`src/rtl/basis_pkg.sv`:
```
// ---------------------------------------------------------------------------
// basis_pkg
// Shared definitions for the basis-function arbiter slice: default sizing,
// done-qualifier depth and the sequencer state encoding.
// ---------------------------------------------------------------------------
package basis_pkg;

    localparam int BASIS_N       = 4;    // default number of requesters
    localparam int BASIS_W       = 8;    // default operand/result width
    localparam int BASIS_TIMEOUT = 255;  // default WAIT cycle limit (8-bit)
    localparam int QUAL_LEN      = 3;    // consecutive done samples required

    typedef enum logic [1:0] {
        ST_IDLE    = 2'd0,
        ST_ISSUE   = 2'd1,
        ST_WAIT    = 2'd2,
        ST_DELIVER = 2'd3
    } state_t;

endpackage

```
`src/rtl/basis_arbiter_done_qual.sv`:
```
// ---------------------------------------------------------------------------
// done_qual
// Qualifies a raw done line: Q is high only when the current DIN and the
// previous QUAL_LEN-1 samples taken with EN=1 since the last CLR are all high.
//
// Ports:
//   CLK  in   clock
//   RST  in   synchronous active-high reset, clears history
//   CLR  in   synchronous clear of the sample history
//   EN   in   shift DIN into the history on this edge
//   DIN  in   raw done line
//   Q    out  qualified done (combinational on DIN)
// ---------------------------------------------------------------------------
module done_qual
    import basis_pkg::*;
(
    input  logic CLK,
    input  logic RST,
    input  logic CLR,
    input  logic EN,
    input  logic DIN,
    output logic Q
);

    // Previous QUAL_LEN-1 samples; bit 0 is the most recent.
    logic [QUAL_LEN-2:0] r_hist;

    always_ff @(posedge CLK) begin
        if (RST || CLR) begin
            r_hist <= '0;
        end else if (EN) begin
            r_hist <= {r_hist[QUAL_LEN-3:0], DIN};
        end
    end

    // The live sample completes the run, so Q falls as soon as DIN drops.
    assign Q = DIN & (&r_hist);

endmodule

```
`src/rtl/basis_arbiter.sv`:
```
// ---------------------------------------------------------------------------
// basis_arbiter
// Round-robin arbiter/sequencer sharing one basis-function unit among N
// requesters. Latches the winner's operands, pulses U_START, waits for a
// qualified done (or timeout) and returns the result with a one-cycle RD.
//
// Ports:
//   CLK, RST      clock, synchronous active-high reset
//   REQ[N]        request levels
//   A, B[N*W]     packed operands, requester i at [i*W +: W]
//   GNT[N]        one-hot grant, ISSUE through DELIVER
//   RD[N]         one-cycle result strobe to the granted requester
//   Y[W], ERR     registered result / timeout flag, held until next DELIVER
//   U_START       one-cycle start to the shared unit
//   U_A, U_B[W]   latched operands to the unit
//   U_DONE, U_Y   raw done and result from the unit
// ---------------------------------------------------------------------------
module basis_arbiter
    import basis_pkg::*;
#(
    parameter int N       = BASIS_N,
    parameter int W       = BASIS_W,
    parameter int TIMEOUT = BASIS_TIMEOUT
) (
    input  logic           CLK,
    input  logic           RST,
    input  logic [N-1:0]   REQ,
    input  logic [N*W-1:0] A,
    input  logic [N*W-1:0] B,
    output logic [N-1:0]   GNT,
    output logic [N-1:0]   RD,
    output logic [W-1:0]   Y,
    output logic           ERR,
    output logic           U_START,
    output logic [W-1:0]   U_A,
    output logic [W-1:0]   U_B,
    input  logic           U_DONE,
    input  logic [W-1:0]   U_Y
);

    localparam int          IW = (N > 1) ? $clog2(N) : 1;
    localparam int unsigned NU = N;

    state_t          r_state;
    state_t          w_next;
    logic [IW-1:0]   r_ptr;
    logic [IW-1:0]   r_idx;
    logic [IW-1:0]   w_pick;
    logic [N-1:0]    w_onehot;
    logic [7:0]      r_cnt;
    logic [W-1:0]    r_y;
    logic            r_err;
    logic [W-1:0]    r_ua;
    logic [W-1:0]    r_ub;
    logic            w_qual;
    logic            w_clr;
    logic            w_en;
    logic            w_timeout;

    // First set request at or above ptr, wrapping past N-1 back to 0.
    function automatic logic [IW-1:0] rr_pick(input logic [N-1:0]  req,
                                              input logic [IW-1:0] ptr);
        logic [IW-1:0] sel;
        logic [IW-1:0] cand;
        logic          found;
        sel   = ptr;
        found = 1'b0;
        for (int unsigned k = 0; k < NU; k++) begin
            cand = IW'((32'(ptr) + k) % NU);
            if (!found && req[cand]) begin
                sel   = cand;
                found = 1'b1;
            end
        end
        return sel;
    endfunction

    assign w_pick    = rr_pick(REQ, r_ptr);
    assign w_clr     = (r_state == ST_ISSUE);
    assign w_en      = (r_state == ST_WAIT);
    assign w_timeout = (r_cnt == 8'(TIMEOUT));

    always_comb begin
        w_onehot        = '0;
        w_onehot[r_idx] = 1'b1;
    end

    done_qual u_qual (
        .CLK (CLK),
        .RST (RST),
        .CLR (w_clr),
        .EN  (w_en),
        .DIN (U_DONE),
        .Q   (w_qual)
    );

    always_ff @(posedge CLK) begin
        if (RST) begin
            r_state <= ST_IDLE;
        end else begin
            r_state <= w_next;
        end
    end

    always_comb begin
        w_next  = r_state;
        GNT     = '0;
        RD      = '0;
        U_START = 1'b0;
        case (r_state)
            ST_IDLE: begin
                if (|REQ) w_next = ST_ISSUE;
            end
            ST_ISSUE: begin
                U_START = 1'b1;
                GNT     = w_onehot;
                w_next  = ST_WAIT;
            end
            ST_WAIT: begin
                GNT = w_onehot;
                if (w_qual || w_timeout) w_next = ST_DELIVER;
            end
            ST_DELIVER: begin
                GNT    = w_onehot;
                RD     = w_onehot;
                w_next = ST_IDLE;
            end
            default: w_next = ST_IDLE;
        endcase
    end

    always_ff @(posedge CLK) begin
        if (RST) begin
            r_ptr <= '0;
            r_idx <= '0;
            r_cnt <= '0;
            r_y   <= '0;
            r_err <= 1'b0;
            r_ua  <= '0;
            r_ub  <= '0;
        end else begin
            case (r_state)
                ST_IDLE: begin
                    if (|REQ) begin
                        r_idx <= w_pick;
                        r_ua  <= A[w_pick*W +: W];
                        r_ub  <= B[w_pick*W +: W];
                    end
                end
                ST_ISSUE: begin
                    r_cnt <= '0;
                end
                ST_WAIT: begin
                    r_cnt <= r_cnt + 8'd1;
                    // Qualified done takes priority over a same-edge timeout.
                    if (w_qual) begin
                        r_y   <= U_Y;
                        r_err <= 1'b0;
                    end else if (w_timeout) begin
                        r_y   <= '0;
                        r_err <= 1'b1;
                    end
                end
                ST_DELIVER: begin
                    r_ptr <= (r_idx == IW'(N - 1)) ? '0 : r_idx + 1'b1;
                end
                default: ;
            endcase
        end
    end

    assign Y   = r_y;
    assign ERR = r_err;
    assign U_A = r_ua;
    assign U_B = r_ub;

endmodule

```
`config.mk`:
```
export PLATFORM = sky130hd
export DESIGN_NAME = basis_arbiter
export DESIGN_NICKNAME = d
export VERILOG_FILES = /design/src/rtl/basis_pkg.sv /design/src/rtl/basis_arbiter_done_qual.sv /design/src/rtl/basis_arbiter.sv
export SDC_FILE = /design/constraint.sdc
export NUM_CORES = 1
export LEC_CHECK = 0
export CAP_MARGIN = 20
export CORE_UTILIZATION = 25
export DETAILED_ROUTE_END_ITERATION = 6
export REMOVE_ABC_BUFFERS = 1
export SETUP_SLACK_MARGIN = 0.05
export SLEW_MARGIN = 20
export SYNTH_ARGS = -nofsm -noshare
export SYNTH_HDL_FRONTEND = slang
export SYNTH_SLANG_ARGS = --single-unit
```
`constraint.sdc`:
```
create_clock -name CLK -period 1.53 [get_ports CLK]
set_input_delay 0.306 -clock CLK [delete_from_list [all_inputs] [get_ports CLK]]
set_output_delay 0.306 -clock CLK [all_outputs]
set_load 0.03 [all_outputs]
```
==> impl_metrics.toml <==
[pwr]
p_seq_share_pct = 29.8
p_total_mw = 4.827
p_per_area_mw_per_mm2 = 1125
p_leak_nw = 1.770
p_sw_mw = 1.955
peakVddDrop_mv = 0.4134
p_int_mw = 2.871
clkPwrFrac_pct = 14.6
comb_power_share_pct = 55.6
switching_share_pct = 40.51

[yosys]
synthCells = 249
synth_ff_type = "dfxtp_1"
yosysMostFrequentCell = "dfxtp_1"
synth.area.top_cells = "dfxtp_1, mux2i_1, ha_1"
synth_edf_count = 0
async_reset_ff_share_pct = 0
synth_area_mm2 = 0.002275
ys_seq_elements = 41
synth_top_area_share_pct = 36.08
ys_seq_area_share_pct = 36.08
syn_avg_cell_area_um2 = 9.135
yosys.area.top_type = "dfxtp_1"
yosysUniqueCellTypes = 37
yosys_warnings = 0
ys_top_cells_by_count = "dfxtp_1, mux2i_1, nor2_1, inv_1"

[drt]
dr_total_vias = 2415
ant_nets = 0
drc = 0
routedWlPerCell_um = 15.49
first_iter_violations = 24
wirelength_um = 7730
vias_per_cell = 4.840
drt-pass1-iter-count = 4

[clock_network]
clock_path_buffers = 2
cts_num_sinks = 41
cts_buffers = 5
clock_latency_ns = 0.30
cts_tree = "yes"
cts_root_buffer = "clkbuf_8"
clk_pin_slew_ns = 0.08
htreeDepth = 2

[timing]
period_share_pct = 109.7
hold_violations = 0
skew_ns = 0.008368
finalSetupTns_ns = -2.035
setup_ws_ns = -0.1482
rsz0062_at_grt = "yes"
fin_crit_ns = 1.678
relSlewSlack_pct = 76.54
drv_slew = 0
holdWs_ns = 0.4573
max_freq_mhz = 595.9
final-setup-viol-count = 17
tightest_slew_ns = 0.3533

[global_route]
top_usage_layer = "met2"
antenna_found_initial = 0
grt_max_degree = 30
grt.overflow.total = 0
use_met2_pct = 26.14
globalRouteMet1Util_pct = 17.88
grt_pass1_vias = 2344
use_met3_pct = 3.813
grt.total_usage_pct = 14.80
grt_first_pass_wirelength_um = 11440

[worst_setup_path]
reg2reg_depth = 6
worst_setup_path_start_kind = "flip-flop"
endpoint_kind = "flip-flop"
required_ns = 1.74
cp_max_fo = 8
criticalPathCategory = "reg -> reg"
arrival_ns = 1.88

[flow_run]
timing.max_cap.violations = 0

[cells_and_area]
fin_util_pct = 48.97
finalNonFillerCells = 499
fin_nets = 479
diodes = 0
fillCellCount = 840
area_growth_pct = 88.67
drive_above_1_share_pct = 31.46
regArea_um2 = 842.1
multiInputGateArea_mm2 = 0.001705
finalInstanceArea_mm2 = 0.004292

[floorplanning]
floorplan.die_area_mm2 = 0.009484
core_mm2 = 0.008763
die_y_um = 97.39
ios = 113
die_w_um = 97.39
initial_core_util_pct = 25.96
num_rows = 34

[place]
gp_congestion = 0.7662
post_dp_cell_area_mm2 = 0.003681
dp_slack_ns = -0.6923
dp_hpwl_um = 5367
io_buffers = 112
dp.cells = 479

[hold_path]
hold_depth = 2
worst_hold_path_type = "reg -> reg"

[run_status]
status = "finished, violations left"
violations = "negative setup slack"
-- power groups by stage --
stage	sequential, mW	clock [mW]	combinational (mW)
final	1.44	0.704	2.68
after global routing	1.47	0.778	2.86
after CTS	1.42	0.737	2.35
after detailed placement	1.43	0	2.33
after global placement	1.43	0	2.30
after floorplan	1.76	0	0.915
-- layer usage --
metal  wire length (um)  share of wire, %
met1               3177                41
met2               3973                51
met3                534               6.9
met4                 44              0.57
met5                  0                 0
-- final cells by class --
class	count	area share, %
Clock inverter	2	0.2332
Multi-Input combinational cell	179	39.74
Inverter	14	1.341
Sequential cell	41	19.62
Tap cell	108	3.149
Timing Repair Buffer	149	34.23
Clock buffer	6	1.691
-- registers in the layout, indices dropped and copies added (netlist names) --
name and cells:
U_A 8, U_B 8, Y 8, r_cnt 8, r_idx 2, r_ptr 2, r_state 2, u_qual.r_hist 2
ERR 1
-- path summary, 6_finish.rpt --
check	from	end	slack (ns)
worst max-delay path	r_ptr[1]	U_A[3]	-0.15
worst min register to register	ERR	ERR	0.46
worst min-delay path	ERR	ERR	0.46
worst max register to register	r_ptr[1]	U_A[3]	-0.15
-- worst max-delay path, stage by stage, from the launching register on --
cell	delay (ns)
dfxtp_4	0.35
and3b_1	0.17
or4_4	0.56
nand2_8	0.12
buf_4	0.13
o41ai_1	0.07
a221oi_1	0.20
-- cells in the final DEF (no fill, tap or decap), types with 9 or more instances in the layout --
cell type | Yosys | final
buf_4 | 1 | 30
inv_1 | 14 | 10
nand3b_1 | 12 | 12
dfxtp_1 | 41 | 34
o221ai_2 | 0 | 9
clkdlybuf4s50_1 | 0 | 74
dlygate4sd2_1 | 0 | 28
a21oi_1 | 10 | 10
mux2i_1 | 34 | 23
buf_6 | 1 | 9
nor2_1 | 25 | 23
-- what timing repair did --
item	in CTS	in global routing
buffers inserted	5	3
hold buffers	0	0
setup endpoints to repair	64	44
cloned	1	3
pin swaps	7	17
resized for setup	70	63
-- cells by family after synthesis --
kind of cell | synth area share (%)
AOI/OAI and AO/OA | 17.27
xor gates and xnor gates | 2.695
adders and majority gates | 5.501
buffers and inverters | 5.720
DFF | 36.08
muxes | 14.96
and+or+nand+nor | 17.77
(Power assumes the default switching activity.)
